<file path="src/rtl/keypad_scanner.sv">
// rtl/keypad_scanner.sv - 4x4 matrix keypad scanner with debounce and single-key lockout
module keypad_scanner #(
    parameter int SCAN_DIV       = 1000,
    parameter int DEBOUNCE_SCANS = 4
) (
    input  logic       clk,
    input  logic       rst,
    output logic [3:0] row,
    input  logic [3:0] col,
    output logic       keydown_num,
    output logic       keydown_start,
    output logic       keydown_clear,
    output logic       keydown_confirm,
    output logic [3:0] num
);

    localparam int DIV_W = $clog2(SCAN_DIV);
    localparam int DB_W  = $clog2(DEBOUNCE_SCANS + 1);

    localparam logic [DIV_W-1:0] DIV_LAST = DIV_W'(SCAN_DIV - 1);
    localparam logic [DB_W-1:0]  DB_FULL  = DB_W'(DEBOUNCE_SCANS);

    // Scan codes: 0..15 are single key indices, bit 4 marks the non-key results.
    localparam logic [4:0] CODE_NONE  = 5'd16;
    localparam logic [4:0] CODE_MULTI = 5'd17;

    // Key indices that drive a dedicated keydown output.
    localparam logic [3:0] IDX_START   = 4'd3;
    localparam logic [3:0] IDX_CLEAR   = 4'd7;
    localparam logic [3:0] IDX_CONFIRM = 4'd11;

    typedef enum logic [1:0] {
        IDLE    = 2'd0,
        PRESSED = 2'd1,
        LOCKED  = 2'd2
    } state_t;

    // Digit keys: 1 2 3 / 4 5 6 / 7 8 9 / 0 at row 3 col 1.
    function automatic logic is_digit(input logic [3:0] idx);
        case (idx)
            4'd0, 4'd1, 4'd2,
            4'd4, 4'd5, 4'd6,
            4'd8, 4'd9, 4'd10,
            4'd13:   is_digit = 1'b1;
            default: is_digit = 1'b0;
        endcase
    endfunction

    function automatic logic [3:0] digit_of(input logic [3:0] idx);
        case (idx)
            4'd0:    digit_of = 4'd1;
            4'd1:    digit_of = 4'd2;
            4'd2:    digit_of = 4'd3;
            4'd4:    digit_of = 4'd4;
            4'd5:    digit_of = 4'd5;
            4'd6:    digit_of = 4'd6;
            4'd8:    digit_of = 4'd7;
            4'd9:    digit_of = 4'd8;
            4'd10:   digit_of = 4'd9;
            default: digit_of = 4'd0;
        endcase
    endfunction

    // Keys that produce an output; everything else (*, #, D) only blocks others.
    function automatic logic is_active_key(input logic [3:0] idx);
        is_active_key = is_digit(idx) || (idx == IDX_START) ||
                        (idx == IDX_CLEAR) || (idx == IDX_CONFIRM);
    endfunction

    logic [3:0]       col_meta;
    logic [3:0]       col_sync;
    logic [DIV_W-1:0] div_cnt;
    logic [1:0]       row_idx;
    logic             sample;
    logic             scan_done;

    logic [3:0]       low_bits;
    logic [2:0]       row_cnt;
    logic [1:0]       col_idx;
    logic [1:0]       acc_cnt;
    logic [3:0]       acc_idx;
    logic [3:0]       sum_cnt;
    logic [1:0]       merged_cnt;
    logic [3:0]       merged_idx;
    logic [4:0]       scan_result;

    logic [4:0]       prev_result;
    logic [DB_W-1:0]  db_cnt;
    logic [DB_W-1:0]  db_next;
    logic [4:0]       stable;

    state_t           state;
    state_t           state_next;
    logic             accept;
    logic [3:0]       held;
    logic             hold_ok;

    // Two-flop synchronizer for the asynchronous column inputs.
    always_ff @(posedge clk or posedge rst) begin
        if (rst) begin
            col_meta <= 4'hf;
            col_sync <= 4'hf;
        end else begin
            col_meta <= col;
            col_sync <= col_meta;
        end
    end

    assign sample    = (div_cnt == DIV_LAST);
    assign scan_done = sample && (row_idx == 2'd3);

    // Row timer: each row stays low for SCAN_DIV cycles, then the drive rotates.
    always_ff @(posedge clk or posedge rst) begin
        if (rst) begin
            div_cnt <= '0;
            row_idx <= 2'd0;
            row     <= 4'b1110;
        end else if (sample) begin
            div_cnt <= '0;
            row_idx <= row_idx + 2'd1;
            row     <= {row[2:0], row[3]};
        end else begin
            div_cnt <= div_cnt + 1'b1;
        end
    end

    // Fold this row's sampled columns into the running per-scan result.
    always_comb begin
        low_bits   = ~col_sync;
        row_cnt    = {2'b00, low_bits[0]} + {2'b00, low_bits[1]} +
                     {2'b00, low_bits[2]} + {2'b00, low_bits[3]};
        col_idx    = 2'd0;
        if (low_bits[3]) col_idx = 2'd3;
        if (low_bits[2]) col_idx = 2'd2;
        if (low_bits[1]) col_idx = 2'd1;
        if (low_bits[0]) col_idx = 2'd0;
        sum_cnt    = {2'b00, acc_cnt} + {1'b0, row_cnt};
        merged_cnt = (sum_cnt >= 4'd2) ? 2'd2 : sum_cnt[1:0];
        merged_idx = acc_idx;
        if (acc_cnt == 2'd0 && row_cnt != 3'd0) begin
            merged_idx = {row_idx, col_idx};
        end
        scan_result = CODE_MULTI;
        if (merged_cnt == 2'd0) begin
            scan_result = CODE_NONE;
        end else if (merged_cnt == 2'd1) begin
            scan_result = {1'b0, merged_idx};
        end
    end

    // Per-scan accumulator: count of low bits (saturating at 2) and first key index.
    always_ff @(posedge clk or posedge rst) begin
        if (rst) begin
            acc_cnt <= 2'd0;
            acc_idx <= 4'd0;
        end else if (scan_done) begin
            acc_cnt <= 2'd0;
            acc_idx <= 4'd0;
        end else if (sample) begin
            acc_cnt <= merged_cnt;
            acc_idx <= merged_idx;
        end
    end

    // A differing result restarts the run; an identical one extends it up to full.
    always_comb begin
        db_next = DB_W'(1);
        if (scan_result == prev_result) begin
            db_next = (db_cnt == DB_FULL) ? DB_FULL : db_cnt + 1'b1;
        end
    end

    // Debounce: stable only follows a result seen DEBOUNCE_SCANS scans in a row.
    always_ff @(posedge clk or posedge rst) begin
        if (rst) begin
            prev_result <= CODE_NONE;
            db_cnt      <= '0;
            stable      <= CODE_NONE;
        end else if (scan_done) begin
            prev_result <= scan_result;
            db_cnt      <= db_next;
            if (db_next == DB_FULL) begin
                stable <= scan_result;
            end
        end
    end

    // Output FSM state register.
    always_ff @(posedge clk or posedge rst) begin
        if (rst) begin
            state <= IDLE;
        end else begin
            state <= state_next;
        end
    end

    // Output FSM: accept a lone key from IDLE, lock out on any second or ignored key.
    always_comb begin
        state_next = state;
        accept     = 1'b0;
        case (state)
            IDLE: begin
                if (stable == CODE_NONE) begin
                    state_next = IDLE;
                end else if (stable[4] || !is_active_key(stable[3:0])) begin
                    state_next = LOCKED;
                end else begin
                    accept     = 1'b1;
                    state_next = PRESSED;
                end
            end
            PRESSED: begin
                if (stable == CODE_NONE) begin
                    state_next = IDLE;
                end else if (stable != {1'b0, held}) begin
                    state_next = LOCKED;
                end
            end
            LOCKED: begin
                if (stable == CODE_NONE) begin
                    state_next = IDLE;
                end
            end
            default: state_next = IDLE;
        endcase
    end

    // Capture the accepted key; num updates here, a cycle ahead of keydown_num.
    always_ff @(posedge clk or posedge rst) begin
        if (rst) begin
            held <= 4'd0;
            num  <= 4'd0;
        end else if (accept) begin
            held <= stable[3:0];
            if (is_digit(stable[3:0])) begin
                num <= digit_of(stable[3:0]);
            end
        end
    end

    assign hold_ok = (state == PRESSED) && (stable == {1'b0, held});

    // Registered keydown levels: glitch-free and mutually exclusive via held.
    always_ff @(posedge clk or posedge rst) begin
        if (rst) begin
            keydown_num     <= 1'b0;
            keydown_start   <= 1'b0;
            keydown_clear   <= 1'b0;
            keydown_confirm <= 1'b0;
        end else begin
            keydown_num     <= hold_ok && is_digit(held);
            keydown_start   <= hold_ok && (held == IDX_START);
            keydown_clear   <= hold_ok && (held == IDX_CLEAR);
            keydown_confirm <= hold_ok && (held == IDX_CONFIRM);
        end
    end

endmodule

</file>
<file path="config.mk">
export PLATFORM = sky130hd
export DESIGN_NAME = keypad_scanner
export DESIGN_NICKNAME = d
export VERILOG_FILES = /design/src/rtl/keypad_scanner.sv
export SDC_FILE = /design/constraint.sdc
export NUM_CORES = 1
export LEC_CHECK = 0
export CAP_MARGIN = 10
export CORE_UTILIZATION = 48
export CTS_BUF_LIST = sky130_fd_sc_hd__clkbuf_8
export DETAILED_ROUTE_END_ITERATION = 12
export PLACE_DENSITY = 0.73
export SLEW_MARGIN = 5
export SYNTH_ARGS = -nofsm -noshare
export SYNTH_HDL_FRONTEND = slang
export SYNTH_SLANG_ARGS = --single-unit
</file>
<file path="constraint.sdc">
create_clock -name clk -period 3.4 [get_ports clk]
set_input_delay 0.51 -clock clk [delete_from_list [all_inputs] [get_ports clk]]
set_output_delay 0.51 -clock clk [all_outputs]
set_load 0.05 [all_outputs]
</file>
Word-level counts from Yosys, hierarchy flattened
Memories as Yosys holds them, arrays and structs flattened. A register that Yosys moved wholly into a read port is not among the register bits.
Index checks and enable logic that the tools add are counted.
- register bits after elaboration: 53
- output and inout port bits: 12
- memories: 4
- ROM bits: 112
- add/sub/neg operators: 7
- bitwise operators: 1
- reduce and logical (&&, ||, !) cells: 20
- order comparisons: 1
- eq/ne operators: 19
- multiplexer cells: 27
- memories (name ; depth ; width ; rd ports ; clocked after memory_dff ; wr ports ; RTL line ; text):
    (name not given) ; 16 ; 4 ; 1 ; 1 ; 0 ; 50 ; case (idx)
    (name not given) ; 16 ; 1 ; 1 ; 0 ; 0 ; 40 ; case (idx)
    (name not given) ; 16 ; 1 ; 1 ; 0 ; 0 ; 40 ;
    (name not given) ; 16 ; 1 ; 1 ; 0 ; 0 ; 40 ;
- operator list (cell ; count):
    2-bit two-way mux ; 12
    4-bit two-way mux ; 3
    10-bit by 1-bit adder with 10-bit output (second input constant) ; 1
    10-bit == test (second input constant) ; 1
    10-bit two-way mux ; 1
    5-bit two-way mux ; 2
    4-bit by 2-bit == test with 1-bit output (second input constant) ; 2
    4-bit by 3-bit == test with 1-bit output (second input constant) ; 2
    4-bit == test (second input constant) ; 2
    1-bit logical AND ; 7
    3-bit == test (second input constant) ; 2
    2-bit logical NOT ; 3
    1-bit two-way mux ; 6
    3-bit two-way mux ; 2
    2-bit case mux with 3 select lines ; 1
    2-bit AND reduction ; 3
    5-bit by 4-bit == test with 1-bit output ; 1
    5-bit == test ; 1
    5-bit == test (second input constant) ; 1
    5-bit by 4-bit inequality test with 1-bit output ; 1
    2-bit by 3-bit adder with 4-bit output ; 1
    2-bit by 1-bit == test with 1-bit output (second input constant) ; 2
    2-bit == test (second input constant) ; 2
    4-bit by 2-bit greater-or-equal comparator with 1-bit output (second input constant) ; 1
    12 further kinds ; 15

Longest topological paths before layout
- depth in word-level cells: 14
- gate-level depth with buffers: 12
- mapped depth without buffers: 12

Worst setup path before layout
OpenSTA, ideal clock, no wires.
- path type: reg2reg
- start: register col_sync[0]
- end: register stable[1]
- path buffers: 0
- setup time: 0.125 ns
- cell stages (with the launch flop): 13
- period minus slack after synthesis: 3.671 ns
- slack: -0.271 ns
- arrival time: 3.546 ns
- path through: dfstp_2 inv_1 fa_1 ha_1 ha_1 fa_1 nor4bb_1 a21oi_1 a221oi_4 xor2_1 o211a_4 nand4_4 mux2_4
- longest elaborated chain between the ends: 14
- elaborated cells between the ends (all ways): 19
- those cells by class: 4 x add/sub; 1 x order compare; 3 x eq/ne; 6 x mux; 1 x bitwise; 4 x reduce/logical
- ends and longest elaborated chain (item ; RTL line ; text):
    start: declaration ; 71 ; logic [3:0] col_sync;
    start signal: assignment ; 105 ; col_sync <= col_meta;
    4-bit NOT (*) ; 129 ; low_bits = ~col_sync;
    1-bit by 1-bit adder with 2-bit output ; 130 ; row_cnt = {2'b00, low_bits[0]} + {2'b00, low_bits[1]} +
    2-bit by 1-bit adder with 3-bit output ; 130 ;
    3-bit by 1-bit adder with 3-bit output ; 131 ; {2'b00, low_bits[2]} + {2'b00, low_bits[3]};
    2-bit by 3-bit adder with 4-bit output ; 137 ; sum_cnt = {2'b00, acc_cnt} + {1'b0, row_cnt};
    4-bit by 2-bit greater-or-equal comparator with 1-bit output ; 138 ; merged_cnt = (sum_cnt >= 4'd2) ? 2'd2 : sum_cnt[1:0];
    2-bit two-way mux ; 138 ;
    2-bit by 1-bit == test with 1-bit output ; 146 ; end else if (merged_cnt == 2'd1) begin
    5-bit two-way mux ; 146 ;
    5-bit two-way mux (*) ; 144 ; if (merged_cnt == 2'd0) begin
    5-bit == test ; 168 ; if (scan_result == prev_result) begin
    3-bit two-way mux ; 168 ;
    3-bit == test ; 182 ; if (db_next == DB_FULL) begin
    2-bit AND reduction (no source line) ; - ;
    end signal: assignment ; 183 ; stable <= scan_result;
    end: declaration ; 90 ; logic [4:0] stable;
Mark *: on every way between the ends. The rest lies on a longest branch, timed or not.
A chain may end at the register's enable or synchronous reset.

Worst setup path in the final report
- start: register col_sync[3]
- end: register stable[1]
- longest elaborated chain between the ends: 12
- elaborated cells between the ends (all ways): 20
- those cells by class: 2 x add/sub; 1 x order compare; 3 x eq/ne; 9 x mux; 1 x bitwise; 4 x reduce/logical
- ends and longest elaborated chain (item ; RTL line):
    4-bit NOT (*) ; 129
    3-bit by 1-bit adder with 3-bit output / 2-bit two-way mux (equally long branches) ; 131, 133
    2-bit by 3-bit adder with 4-bit output / 2-bit two-way mux (equally long branches) ; 137, 134
    4-bit by 2-bit greater-or-equal comparator with 1-bit output / 2-bit two-way mux (equally long branches) ; 138, 135
    2-bit two-way mux (on tied branches) ; 138, 136
    2-bit by 1-bit == test with 1-bit output / 4-bit two-way mux (equally long branches) ; 146, 140
    5-bit two-way mux ; 146
    5-bit two-way mux (*) ; 144
    5-bit == test ; 168
    3-bit two-way mux ; 168
    3-bit == test ; 182
    2-bit AND reduction (no source line) ; -
Marks and branches as above.

==> results.sh <==
export IMPL_setup_slack_ns=-0.2544
export IMPL_synth_edf_count=0
export IMPL_dp_hpwl_mm=3.817
export IMPL_postRouteAntennaNets=0
export IMPL_path_class="reg2reg"
export IMPL_worstRegToRegCells=12
export IMPL_vias=2081
export IMPL_clkSlewWorstSetupHoldPaths_ns=0.06
export IMPL_cp_required_ns=3.62
export IMPL_arrival_ns=3.88
export IMPL_via_per_inst=5.350
export IMPL_fillCellCount=465
export IMPL_worst_setup_path_start_kind="flip-flop"
export IMPL_drv_cap=0
export IMPL_dp_cells=370
export IMPL_cts_buffers=9
export IMPL_fmax_mhz=273.6
export IMPL_synthTopCellsByArea="dfrtp_1 39%, dfstp_2 12%, nand2_1 5.8%"
export IMPL_die_w_um=79.14
export IMPL_p_comb_share_pct=10.1
export IMPL_internal_power_w=0.001216
export IMPL_gr_total_overflow=0
export IMPL_drtIter0Drc=50
export IMPL_fin_nets=332
export IMPL_synth_area_per_cell_sq_um=10.66
export IMPL_cts_tree="built"
export IMPL_clock_latency_ns=0.34
export IMPL_finalHoldWorstSlack_ns=0.3563
export IMPL_n_antenna_cell=0
export IMPL_fin_crit_ns=3.654
export IMPL_tightest_slew_ns=0.5885
export IMPL_yosysTopAreaCellShare_pct=38.55
export IMPL_hp_class="reg2reg"
export IMPL_die_y_um=79.14
export IMPL_sw_frac_of_total_pct=22.53
export IMPL_multi_input_area_sq_um=1403
export IMPL_routed_wl_mm=5.373
export IMPL_die_area_sq_um=6263
export IMPL_ir_drop_mv=0.2706
export IMPL_wl_per_cell_um=13.81
export IMPL_cts_htree_levels=3
export IMPL_grt_use_total_pct=19.79
export IMPL_clockBufferDepth=2
export IMPL_seqCellArea_sq_um=1443
export IMPL_first_global_vias=2083
export IMPL_startpoint="col_sync[3]"
export IMPL_cts_sinks=57
export IMPL_p_leak_nw=1.585
export IMPL_synthArstFlopShare_pct=100.0
export IMPL_antenna_found_initial=0
export IMPL_violations="negative setup slack"
export IMPL_critPathMaxFanout=4
export IMPL_max_slew_margin_pct=60.71
export IMPL_fp_coreArea_sq_um=5608
export IMPL_fin_crit_sh_pct=107.5
export IMPL_power_density_nw_per_um2=441.8
export IMPL_ys_seq_area_share_pct=50.50
export IMPL_root_buffer="clkbuf_8"
export IMPL_synth_warnings=0
export IMPL_ys_types=49
export IMPL_io_buffers=17
export IMPL_setup_violations=8
export IMPL_power_w=0.001569
export IMPL_finalMaxSlewViolations=0
export IMPL_rsz0062_at_grt="true"
export IMPL_yosys_area_top_type="dfrtp_1"
export IMPL_r2r_slack_ns=-0.25
export IMPL_switching_power_w=0.0003537
export IMPL_rr_endpoint="stable[1]"
export IMPL_syn_nets=288
export IMPL_rows=27
export IMPL_layoutNonFillerInstCount=389
export IMPL_dr_pass1_iters=4
export IMPL_r2r_start="col_sync[3]"
export IMPL_initial_core_util_pct=50.94
export IMPL_endpoint="stable[1]"
export IMPL_drive_gt1_share_pct=25.55
export IMPL_syn_area_sq_um=2856
export IMPL_cts_hold_buffers=0
export IMPL_ys_seq_elements=57
export IMPL_hold_viol_final=0
export IMPL_area_growth_pct=24.35
export IMPL_pwr_share_clk_pct=46.0
export IMPL_ys_flop_type="dfrtp_1"
export IMPL_grt_pass1_wl_mm=9.239
export IMPL_seq_power_share_pct=43.9
export IMPL_synth_cells=268
export IMPL_grt_max_degree=30
export IMPL_clock_skew_ns=0.01035
export IMPL_drc=0
export IMPL_gp_congestion=0.7543
export IMPL_critical_path_endpoint_type="flip-flop"
export IMPL_io_pins=18
export IMPL_status="complete, but fails checks"
## worst min-delay path by stage
stage | start | end | slack (ns) | cells past startpoint
5_1_grt | col_meta[2] | col_sync[2] | 0.36 | 0
6_report | col_meta[2] | col_sync[2] | 0.36 | 0
2_1_floorplan | col_meta[0] | col_sync[0] | 0.35 | 0
3_3_place_gp | col_meta[0] | col_sync[0] | 0.35 | 0
4_1_cts | col_meta[1] | col_sync[1] | 0.36 | 0
3_5_place_dp | col_meta[1] | col_sync[1] | 0.35 | 0
## power by group through the flow
stage,clock (W),combinational [W],sequential [W]
after floorplan,0,0.000102,0.000701
after CTS,0.000740,0.000160,0.000690
final,0.000721,0.000159,0.000690
after global placement,0,0.000148,0.000701
after detailed placement,0,0.000150,0.000702
after global routing,0.000769,0.000174,0.000690
## registers in the layout (all words and copies together), names as in the netlist, 4 cells and up
signal       cells
div_cnt         10
prev_result      5
stable           5
acc_idx          4
col_meta         4
col_sync         4
held             4
num              4
row              4
## per-stage QoR
| step | area, sq um | worst slack, ns | setup TNS [ns] | util, % |
|---|---|---|---|---|
| 5_1_grt | 3552 | -0.3902 | -2.635 | 63.34 |
| 3_3_place_gp | 3278 | -0.2257 | -1.216 | 58.46 |
| 2_1_floorplan | 2894 | -0.2158 | -0.7044 | - |
| 4_1_cts | 3541 | -0.2235 | -1.291 | 63.14 |
| 6_report | 3552 | -0.2544 | -1.561 | 63.34 |
| 3_5_place_dp | 3278 | -0.2784 | -1.677 | 58.46 |
## area by class of cell
class                           count  share of cell area (%)
Sequential cell                    57                   40.61
Inverter                           12                   1.268
Clock inverter                      5                   2.184
Timing Repair Buffer               40                   9.651
Clock buffer                       11                   4.262
Tap cell                           72                   2.536
Multi-Input combinational cell    192                   39.49
## cell usage in the layout (no fill, tap or decap), drive strengths merged, types with 4 or more instances in the layout
| cell | instances |
|---|---|
| xor2 | 8 |
| xnor2 | 6 |
| nand2 | 44 |
| clkbuf | 11 |
| buf | 23 |
| mux2 | 8 |
| nand3 | 7 |
| nor3 | 6 |
| a21oi | 13 |
| ha | 12 |
| clkdlybuf4s50 | 17 |
| mux2i | 4 |
| and2 | 6 |
| nor2 | 15 |
| dfrtp | 44 |
| inv | 12 |
| o21ai | 21 |
| dfstp | 13 |
## cell families after synthesis
family | count (synthesis) | share of synthesized area (%)
and+or+nand+nor | 102 | 18.75
DFF | 57 | 50.50
AOI/OAI and AO/OA | 50 | 12.22
buffers and inverters | 19 | 2.497
xor gates and xnor gates | 14 | 4.293
adders and majority gates | 14 | 6.658
muxes | 12 | 5.081
## critical path: stages (launching register included)
cell	delay, ns
dfstp_2	0.54
inv_2	0.04
fa_1	0.57
ha_4	0.22
ha_4	0.16
fa_1	0.49
nor4bb_2	0.34
a21oi_2	0.14
a221oi_4	0.23
xor2_1	0.20
o211a_4	0.19
nand4_4	0.11
mux2_4	0.32
## cell usage after synthesis (5+ instances only)
library cell,n
dfstp_2,13
nor3_1,5
xnor2_1,6
o21ai_0,19
a21oi_1,12
nand2_1,44
inv_1,12
nor2_1,15
ha_1,12
xor2_1,8
mux2_2,5
dfrtp_1,44
and2_1,6
clkbuf_1,7
nand3_1,7
## repair_timing
| item | in CTS | in global routing |
|---|---|---|
| setup endpoints to repair | 8 | 8 |
| gates resized for setup | 5 | 1 |
| setup buffers | 2 | 1 |
| cloned | 0 | 0 |
| pin swaps | 5 | 0 |
## metal layers
metal,vias to the layer above,share of wire (%),track usage [%]
met3,10,2.9,4.598
met1,1016,45,23.47
met5,-,0,0
met4,0,2.4,12.00
li1,1017,-,-
met2,38,50,32.50
(Power assumes the default switching activity.)
